## src/rtl/watch_pkg.sv

```systemverilog
// Shared definitions for the HH:MM[:SS] watch: FSM encodings, BCD field
// limits, the active-high 7-segment glyph table and BCD step helpers.
package watch_pkg;

    typedef enum logic [1:0] {
        ST_RUN   = 2'd0,
        ST_SET_H = 2'd1,
        ST_SET_M = 2'd2,
        ST_SET_S = 2'd3
    } state_e;

    localparam logic [7:0] BCD_ZERO    = 8'h00;
    localparam logic [7:0] BCD_MS_MAX  = 8'h59;
    localparam logic [7:0] BCD_H24_MIN = 8'h00;
    localparam logic [7:0] BCD_H24_MAX = 8'h23;
    localparam logic [7:0] BCD_H12_MIN = 8'h01;
    localparam logic [7:0] BCD_H12_MAX = 8'h12;

    // Segment a is bit 0 ... g is bit 6; entry 0 is the rightmost element.
    localparam logic [15:0][6:0] SEG_TABLE = {
        7'h71, 7'h79, 7'h5E, 7'h39, 7'h7C, 7'h77, 7'h6F, 7'h7F,
        7'h07, 7'h7D, 7'h6D, 7'h66, 7'h4F, 7'h5B, 7'h06, 7'h3F
    };

    // Two-digit BCD increment that wraps from hi back to lo.
    function automatic logic [7:0] bcd_inc(input logic [7:0] v,
                                           input logic [7:0] lo,
                                           input logic [7:0] hi);
        logic [7:0] r;
        if (v == hi)
            r = lo;
        else if (v[3:0] == 4'd9)
            r = {v[7:4] + 4'd1, 4'd0};
        else
            r = {v[7:4], v[3:0] + 4'd1};
        return r;
    endfunction

    // Two-digit BCD decrement that wraps from lo back to hi.
    function automatic logic [7:0] bcd_dec(input logic [7:0] v,
                                           input logic [7:0] lo,
                                           input logic [7:0] hi);
        logic [7:0] r;
        if (v == lo)
            r = hi;
        else if (v[3:0] == 4'd0)
            r = {v[7:4] - 4'd1, 4'd9};
        else
            r = {v[7:4], v[3:0] - 4'd1};
        return r;
    endfunction

endpackage

```

## src/rtl/seg7_dec.sv

```systemverilog
// Combinational BCD to 7-segment decoder (active-high) with blanking.
module seg7_dec
    import watch_pkg::*;
(
    input  logic [3:0] bcd_i,
    input  logic       blank_i,
    output logic [6:0] seg_o
);

    // Table lookup; blank forces every segment off.
    always_comb begin
        seg_o = blank_i ? 7'd0 : SEG_TABLE[bcd_i];
    end

endmodule

```

## src/rtl/hms_watch_disp.sv

```systemverilog
// Multiplexed HH:MM[:SS] watch with a RUN/SET FSM, BCD time counter and
// a registered digit-scan driver for a common LED display.
module hms_watch_disp
    import watch_pkg::*;
#(
    parameter int CLK_FRE  = 50_000_000,
    parameter int SCAN_DIV = 12_500,
    parameter int DIGITS   = 4,
    parameter int MODE_12H = 0,
    parameter int ACT_LOW  = 1
) (
    input  logic              clk,
    input  logic              rst,
    input  logic              key_mode,
    input  logic              key_inc,
    input  logic              key_dec,
    output logic [DIGITS-1:0] dig,
    output logic [7:0]        smg,
    output logic              sec_led,
    output logic [1:0]        state
);

    localparam int                PRE_W    = (CLK_FRE > 1) ? $clog2(CLK_FRE) : 1;
    localparam logic [PRE_W-1:0]  PRE_MAX  = PRE_W'(CLK_FRE - 1);
    localparam logic [PRE_W-1:0]  PRE_HALF = PRE_W'(CLK_FRE / 2);
    localparam int                SCAN_W   = (SCAN_DIV > 1) ? $clog2(SCAN_DIV) : 1;
    localparam logic [SCAN_W-1:0] SCAN_MAX = SCAN_W'(SCAN_DIV - 1);
    localparam logic [2:0]        IDX_MAX  = 3'(DIGITS - 1);
    localparam bit                AL       = (ACT_LOW != 0);
    localparam bit                H12      = (MODE_12H != 0);
    localparam logic [7:0]        HR_MIN   = H12 ? BCD_H12_MIN : BCD_H24_MIN;
    localparam logic [7:0]        HR_MAX   = H12 ? BCD_H12_MAX : BCD_H24_MAX;
    localparam logic [7:0]        HR_RST   = H12 ? BCD_H12_MAX : BCD_H24_MIN;

    state_e              state_q, state_d;
    logic [PRE_W-1:0]    pre_q, pre_d;
    logic [PRE_W-1:0]    blink_q, blink_d;
    logic [7:0]          hour_q, hour_d;
    logic [7:0]          min_q, min_d;
    logic [7:0]          sec_q, sec_d;
    logic [SCAN_W-1:0]   scan_cnt_q, scan_cnt_d;
    logic [2:0]          scan_idx_q, scan_idx_d;
    logic [DIGITS-1:0]   dig_q, dig_d;
    logic [7:0]          smg_q, smg_d;

    logic                is_run, sel_h, sel_m, sel_s;
    logic                edit_inc, edit_dec;
    logic                sec_tick, blink_on;
    logic [3:0]          cur_bcd;
    logic                cur_blank, cur_dp;
    logic [6:0]          cur_seg;
    logic [DIGITS-1:0]   onehot;

    // FSM state register.
    always_ff @(posedge clk or posedge rst) begin
        if (rst)
            state_q <= ST_RUN;
        else
            state_q <= state_d;
    end

    // FSM next state: key_mode steps through the set fields, back to RUN.
    always_comb begin
        state_d = state_q;
        if (key_mode) begin
            case (state_q)
                ST_RUN:   state_d = ST_SET_H;
                ST_SET_H: state_d = ST_SET_M;
                ST_SET_M: state_d = (DIGITS == 6) ? ST_SET_S : ST_RUN;
                default:  state_d = ST_RUN;
            endcase
        end
    end

    // FSM outputs: run flag and which field is being edited.
    always_comb begin
        is_run = (state_q == ST_RUN);
        sel_h  = (state_q == ST_SET_H);
        sel_m  = (state_q == ST_SET_M);
        sel_s  = (state_q == ST_SET_S);
    end

    // A mode press overrides edits, and a simultaneous inc+dec cancels out.
    assign edit_inc = key_inc & ~key_dec & ~key_mode;
    assign edit_dec = key_dec & ~key_inc & ~key_mode;

    // Second prescaler; parked at zero while editing so RUN restarts a full second.
    always_comb begin
        pre_d    = pre_q;
        sec_tick = 1'b0;
        if (!is_run) begin
            pre_d = '0;
        end else if (pre_q == PRE_MAX) begin
            pre_d    = '0;
            sec_tick = 1'b1;
        end else begin
            pre_d = pre_q + PRE_W'(1);
        end
    end

    // Free-running half-second phase used to blink the field under edit,
    // since the real prescaler is frozen outside RUN.
    always_comb begin
        blink_d = (blink_q == PRE_MAX) ? '0 : blink_q + PRE_W'(1);
    end

    assign blink_on = (blink_q < PRE_HALF);
    assign sec_led  = (pre_q < PRE_HALF);

    // Time update: carry chain on sec_tick, single-field wrap when editing.
    always_comb begin
        hour_d = hour_q;
        min_d  = min_q;
        sec_d  = sec_q;
        if (sec_tick) begin
            sec_d = bcd_inc(sec_q, BCD_ZERO, BCD_MS_MAX);
            if (sec_q == BCD_MS_MAX) begin
                min_d = bcd_inc(min_q, BCD_ZERO, BCD_MS_MAX);
                if (min_q == BCD_MS_MAX)
                    hour_d = bcd_inc(hour_q, HR_MIN, HR_MAX);
            end
        end else if (edit_inc) begin
            if (sel_h) hour_d = bcd_inc(hour_q, HR_MIN, HR_MAX);
            if (sel_m) min_d  = bcd_inc(min_q, BCD_ZERO, BCD_MS_MAX);
            if (sel_s) sec_d  = bcd_inc(sec_q, BCD_ZERO, BCD_MS_MAX);
        end else if (edit_dec) begin
            if (sel_h) hour_d = bcd_dec(hour_q, HR_MIN, HR_MAX);
            if (sel_m) min_d  = bcd_dec(min_q, BCD_ZERO, BCD_MS_MAX);
            if (sel_s) sec_d  = bcd_dec(sec_q, BCD_ZERO, BCD_MS_MAX);
        end
    end

    // Scan slot timer: each digit is held for SCAN_DIV cycles.
    always_comb begin
        scan_cnt_d = scan_cnt_q + SCAN_W'(1);
        scan_idx_d = scan_idx_q;
        if (scan_cnt_q == SCAN_MAX) begin
            scan_cnt_d = '0;
            scan_idx_d = (scan_idx_q == IDX_MAX) ? 3'd0 : scan_idx_q + 3'd1;
        end
    end

    // Pick the BCD digit, blanking and decimal point for the scanned position.
    always_comb begin
        cur_bcd   = 4'd0;
        cur_blank = 1'b0;
        cur_dp    = 1'b0;
        case (scan_idx_q)
            3'd0: begin
                cur_bcd   = hour_q[7:4];
                cur_blank = (sel_h && !blink_on) || (H12 && hour_q[7:4] == 4'd0);
            end
            3'd1: begin
                cur_bcd   = hour_q[3:0];
                cur_blank = sel_h && !blink_on;
                cur_dp    = is_run && sec_led;
            end
            3'd2: begin
                cur_bcd   = min_q[7:4];
                cur_blank = sel_m && !blink_on;
            end
            3'd3: begin
                cur_bcd   = min_q[3:0];
                cur_blank = sel_m && !blink_on;
                cur_dp    = is_run && sec_led && (DIGITS == 6);
            end
            3'd4: begin
                cur_bcd   = sec_q[7:4];
                cur_blank = sel_s && !blink_on;
            end
            3'd5: begin
                cur_bcd   = sec_q[3:0];
                cur_blank = sel_s && !blink_on;
            end
            default: cur_blank = 1'b1;
        endcase
    end

    seg7_dec u_seg7_dec (
        .bcd_i   (cur_bcd),
        .blank_i (cur_blank),
        .seg_o   (cur_seg)
    );

    // Output pattern with polarity applied before the register.
    always_comb begin
        onehot = DIGITS'(1) << scan_idx_q;
        dig_d  = onehot ^ {DIGITS{AL}};
        smg_d  = {cur_dp, cur_seg} ^ {8{AL}};
    end

    // Datapath and display registers; outputs sit dark during reset.
    always_ff @(posedge clk or posedge rst) begin
        if (rst) begin
            pre_q      <= '0;
            blink_q    <= '0;
            hour_q     <= HR_RST;
            min_q      <= BCD_ZERO;
            sec_q      <= BCD_ZERO;
            scan_cnt_q <= '0;
            scan_idx_q <= 3'd0;
            dig_q      <= {DIGITS{AL}};
            smg_q      <= {8{AL}};
        end else begin
            pre_q      <= pre_d;
            blink_q    <= blink_d;
            hour_q     <= hour_d;
            min_q      <= min_d;
            sec_q      <= sec_d;
            scan_cnt_q <= scan_cnt_d;
            scan_idx_q <= scan_idx_d;
            dig_q      <= dig_d;
            smg_q      <= smg_d;
        end
    end

    assign dig   = dig_q;
    assign smg   = smg_q;
    assign state = state_q;

endmodule

```

## config.mk

```make
export PLATFORM = sky130hd
export DESIGN_NAME = hms_watch_disp
export DESIGN_NICKNAME = d
export VERILOG_FILES = /design/src/rtl/watch_pkg.sv /design/src/rtl/seg7_dec.sv /design/src/rtl/hms_watch_disp.sv
export SDC_FILE = /design/constraint.sdc
export NUM_CORES = 1
export LEC_CHECK = 0
export ABC_AREA = 1
export BUFFER_PORTS_ARGS = -buffer_cell sky130_fd_sc_hd__clkbuf_2
export CAP_MARGIN = 5
export CORE_MARGIN = 8
export CORE_UTILIZATION = 60
export CTS_BUF_LIST = sky130_fd_sc_hd__clkbuf_4
export DETAILED_ROUTE_END_ITERATION = 6
export PLACE_DENSITY = 0.83
export SYNTH_ARGS = -nofsm -noshare
export SYNTH_HDL_FRONTEND = slang
export SYNTH_HIERARCHICAL = 1
export SYNTH_SLANG_ARGS = --single-unit
```

## constraint.sdc

```tcl
create_clock -name clk -period 4.1 [get_ports clk]
set_clock_uncertainty 0.2 [all_clocks]
set_input_delay 0.41 -clock clk [delete_from_list [all_inputs] [get_ports clk]]
set_output_delay 0.41 -clock clk [all_outputs]
set_load 0.02 [all_outputs]
```

# After elaboration in Yosys (flattened, before gate mapping)
# Memories as Yosys holds them, arrays and structs flattened.
# Cells that the tools add are included.
# totals
mem_bits_ro	112
ff_bits	107
output_inout_bits	15
in_bits	5
n_memories	1
elab_cells	137
# memory_table
memory	depth	word_bits	read_ports	rd_clocked_by_memory_dff	write_ports	line_no	source
(name not given)	16	7	1	0	0	seg7_dec.sv:12	seg_o = blank_i ? 7'd0 : SEG_TABLE[bcd_i];
# op_classes
order_cmp	3
shifts	1
n_mux	43
bitwise_logic	9
n_reduce_logical	26
n_addsub	16
eq_ne	25
# op_table
operator	count
2-to-1 mux 8 bit	30
2-to-1 mux 26 bit	3
adder 26 x 1 -> 26 bit, second input constant	2
equality test 26 bit, second input constant	2
< comparator 26 x 25 -> 1 bit, second input constant	2
adder 4 x 1 -> 4 bit, second input constant	6
logical NOT 8 bit	3
case mux 4 bit (6 select lines)	1
subtractor 4 x 1 -> 4 bit, second input constant	6
!= test 3 x 2 -> 1 bit, second input constant	6
equality test 8 x 7 -> 1 bit, second input constant	2
adder 14 x 1 -> 14 bit, second input constant	1
equality test 14 bit, second input constant	1
2-to-1 mux 14 bit	1
2-to-1 mux 7 bit	2
equality test 4 bit, second input constant	3
logical NOT 4 bit	3
nonzero test 4 bit	3
AND reduction 5 bit	2
equality test 8 x 6 -> 1 bit, second input constant	1
NOT 8 bit	1
AND reduction 4 bit	2
equality test 3 x 2 -> 1 bit, second input constant	2
equality test 3 bit, second input constant	2
other kinds (22)	36

# Longest topological paths before layout
# logic_depth
word_depth	7
depth_mapped	15
depth_no_buf	15

# Cells and area by module
# The synthesis kept the hierarchy.
# by_module_without_submodules
module	area_each_um2	seq_area_each_um2	n_inst	cells_per_inst
hms_watch_disp	7254.5	2692.6	1	1038
seg7_dec	286.5	0.0	1	45

# Worst setup path after synthesis
# No wires, ideal clock.
# synth_timing
path_type	reg2reg
from	register scan_idx_q[1]
to	register smg_q[3] (netlist: smg[3])
path_buffers	0
t_arrival_ps	1888
period_less_slack_ps	2146
stages_incl_launch_ff	13
setup_slack_ps	1954
setup_ps	58
t_required_ps	3842
path_cell_list	dfrtp_1 -> inv_1 -> ha_1 -> inv_1 -> nor2_1 -> inv_1 -> o221ai_1 -> inv_1 -> ha_1 -> nand3b_1 -> nand3_1 -> nor2_1 -> inv_1
# synth_between
elab_chain_len	6
elab_cells_between_ends	15
cone_classes	eq/ne (5); mux (4); bitwise (1); reduce/logical (4); memory (1)
# synth_lines
item	line_no	source
start: declaration	hms_watch_disp.sv:42	logic [2:0] scan_idx_q, scan_idx_d;
start signal: assignment	hms_watch_disp.sv:211	scan_idx_q <= scan_idx_d;
equality test 3 bit (tied with other cells)	hms_watch_disp.sv:148	case (scan_idx_q)
case mux 4 bit (6 select lines) *	hms_watch_disp.sv:148	
named net cur_bcd[0]	hms_watch_disp.sv:49	logic [3:0] cur_bcd;
memory read (16 x 7 bit) *	-	
2-to-1 mux 7 bit (implied by the code) *	seg7_dec.sv:12	
2-to-1 mux 7 bit *	seg7_dec.sv:12	
named net cur_seg[3]	hms_watch_disp.sv:51	logic [6:0] cur_seg;
NOT 8 bit (no source line) *	-	
named net smg_d[3]	hms_watch_disp.sv:44	logic [7:0] smg_q, smg_d;
end signal: assignment	hms_watch_disp.sv:203	smg_q <= {8{AL}};
end signal: assignment	hms_watch_disp.sv:213	smg_q <= smg_d;
end: declaration	hms_watch_disp.sv:44	
# Mark *: on every way through the listed nets, which the timed path passes. The rest lies on a longest branch. The select of a mux whose other input is x is not followed.
# A chain may end at the register's enable or synchronous reset.

# Worst setup path in the final report
# layout_timing
from	register pre_q[7]
to	output port sec_led
# layout_between
elab_chain_len	1
# layout_lines
item	line_no	source
start: declaration	hms_watch_disp.sv:36	logic [PRE_W-1:0] pre_q, pre_d;
start signal: assignment	hms_watch_disp.sv:205	pre_q <= pre_d;
< comparator 26 x 25 -> 1 bit	hms_watch_disp.sv:108	assign sec_led = (pre_q < PRE_HALF);
end: declaration	hms_watch_disp.sv:19	output logic sec_led,
# No other way between the ends.

==> results.toml <==
[die]
rows = 41
fp.dieH_um = 128
die_area_sq_mm = 0.0164
io_pins = 20
core_area_sq_mm = 0.0125
die_x_um = 128
initial_utilization_pct = 60.5

[clock_tree]
cts_setup_buffers = 0
clk_pin_slew_ns = 0.16
ctsHtreeMaxLevel = 3
numCtsBuffers = 9
cts_tree = "done"
clock_sinks = 107
clkLatencyLatePin_ns = 0.52
cts_buffer_depth = 2
clockRootBuffer = "clkbuf_4"

[placed_design]
globalplace.congestion = 0.962
placed_area_sq_mm = 0.00778
dpl.hpwl_mm = 12.8
port_buffers = 19

[worst_setup_path]
crit_path_max_fanout = 6
start_kind = "flip-flop"
worst_setup_path_end_kind = "output port"
path_class = "reg -> out"
crit_arrival_ns = 2.00
cp.required_ns = 3.49

[pwr]
cellLeakagePower_uw = 0.00396
cellPowerDensity_mw_per_mm2 = 420
vdd_drop_max_mv = 0.318

[final_layout]
fillers = 1118
multi_input_area_sq_mm = 0.00419
final_area_sq_mm = 0.00794
regArea_sq_mm = 0.00269
num_antenna_cells = 0
layout.nets = 1138
syn_to_final_growth_pct = 5.28
drive_gt1_share_pct = 8.51

[global_route]
grt_overflow = 0
track_usage_pct = 22.1
grt_max_degree = 73
grt_first_pass_wirelength_mm = 29.5
grt_pass1_vias = 6317
grt_antenna_before_repair = 0

[yosys]
netlist_area_sq_mm = 0.00754
yosysSeqAreaShare_pct = 35.7
syn_nets = 1121
ys_ff_latch = 107
yosys.cell_types.count = 45
post_synth.cell_area_avg_sq_um = 6.96
synth_flop_cell = "dfrtp_1"
netlist_instances = 1083
synth_edf_count = 0
async_flop_share_pct = 100
ys_warn_count = 6

[drt]
totalWireLength_mm = 17.3
drt-pass1-iter-count = 5
postRouteAntennaNets = 0
wl_per_cell_um = 13.5
vias_per_cell = 5.40
dr.first_iter.drc_count = 616
via_count = 6894
drc = 0

[outcome]
status = "complete, no violations"

[sta]
rsz0062_at_grt = "no"
worstMarginPinSlew_ns = 0.987
slew_violations = 0
finalHoldViolations = 0
fin_tns_setup_ns = 0
hold_ws_ns = 0.274
max_freq_mhz = 383
slew_headroom_pct = 34.2
setup_viol = 0
period_needed_ns = 2.61
final.period_utilization_pct = 63.7

[flow_run]
maxCapViolations = 0

[hold_path]
hp-class = "reg -> reg"
-- power breakdown --
group	internal (uW)	total [uW]	switching (uW)
sequential	1190	1370	180
combinational	470	1380	915
clock	192	574	382
total	1850	3330	1480
-- state kept, by name, summed over array words and instances, names as in the netlist --
signal      cells
sec_q           8
pre_q          26
smg             8
scan_idx_q      3
min_q           8
blink_q        26
hour_q          8
scan_cnt_q     14
state           2
dig             4
-- area by class of cell --
class / count / share of cell area, %
flip-flops and latches: 107 / 33.9
clock buffers: 9 / 0.851
well taps: 172 / 2.71
clock inverters: 7 / 0.946
repair buffers: 25 / 1.83
inverters: 144 / 6.93
multi-input cells: 813 / 52.8
-- metal layers --
layer / up-vias / track usage, % / wire (um)
li1: 3498 / - / -
met1: 3132 / 28.9 / 7900
met2: 231 / 35.5 / 8040
met4: 0 / 8.46 / 335
met3: 33 / 4.03 / 997
met5: - / 0 / 0
-- stage by stage --
stage / utilization [%] / total power (uW) / std cells / worst slack [ns]
after floorplan: - / 2450 / 1083 / 0.693
after global placement: 62.4 / 2730 / 1259 / 1.68
after detailed placement: 62.4 / 2750 / 1259 / 1.62
after CTS: 63.7 / 3330 / 1277 / 1.51
after global routing: 63.7 / 3610 / 1277 / 1.34
final: 63.7 / 3330 / 1277 / 1.49
-- worst max-delay path, cell delays in order (launching register included) --
cell	delay, ns
dfrtp_1	0.49
nor3_1	0.27
nand2_1	0.10
a21oi_1	0.13
o21ai_0	0.10
nand2_1	0.09
nand2_1	0.05
nor2_1	0.08
clkbuf_2	0.17
-- kinds of logic after synthesis --
| group | after synthesis | share of synthesized area (%) |
|---|---|---|
| compound gates | 94 | 6.92 |
| xor+xnor | 51 | 5.92 |
| fa+ha+maj | 33 | 5.48 |
| buf+inv | 163 | 8.69 |
| flops | 107 | 35.7 |
| simple gates | 635 | 37.3 |
-- path summary, 6_finish.rpt --
path	startpoint	endpoint	slack, ns	cells past startpoint
max	pre_q[7]$_DFF_PP0_	sec_led	1.49	8
min	scan_cnt_q[0]$_DFF_PP0_	scan_cnt_q[0]$_DFF_PP0_	0.27	1
max reg2reg	scan_idx_q[0]$_DFFE_PP0N_	smg[0]$_DFF_PP1_	1.58	14
min reg2reg	scan_cnt_q[0]$_DFF_PP0_	scan_cnt_q[0]$_DFF_PP0_	0.27	1
max in group asynchronous	rst	dig[0]$_DFF_PP1_	2.44	4
min in group asynchronous	rst	pre_q[20]$_DFF_PP0_	0.39	3
-- repair_timing --
item,in CTS,in global routing
hold buffers,2,0
endpoints found under the hold margin,64,0
gates resized for setup,0,0
-- cell usage in the layout, fill, tap and decap left out, types with 5 or more instances in the layout --
cell type,instances
a21oi_1,22
clkbuf_2,19
clkbuf_4,9
dfrtp_1,95
dfstp_2,12
ha_1,33
inv_1,131
inv_2,9
nand2_1,307
nand2_4,5
nand3_1,94
nand4_1,24
nor2_1,135
nor2_2,5
nor3_1,36
o21ai_0,42
o21ai_1,8
o22ai_1,7
xnor2_1,11
xor2_1,40
-- cells in the mapped netlist, types with 5 or more instances --
| library cell | instances | area, sq um |
|---|---|---|
| nand2_1 | 307 | 1150 |
| nor2_1 | 135 | 507 |
| inv_1 | 132 | 495 |
| dfrtp_1 | 95 | 2380 |
| nand3_1 | 94 | 470 |
| o21ai_0 | 42 | 210 |
| xor2_1 | 40 | 350 |
| nor3_1 | 36 | 180 |
| ha_1 | 33 | 413 |
| nand4_1 | 24 | 150 |
| a21oi_1 | 22 | 110 |
| dfstp_2 | 12 | 315 |
| xnor2_1 | 11 | 96.3 |
| clkbuf_1 | 9 | 33.8 |
| inv_2 | 9 | 33.8 |
| o21ai_1 | 8 | 40.0 |
| o22ai_1 | 7 | 43.8 |
| buf_2 | 5 | 25.0 |
| nand2_4 | 5 | 56.3 |
| nor2_2 | 5 | 31.3 |
(Power assumes the default switching activity.)
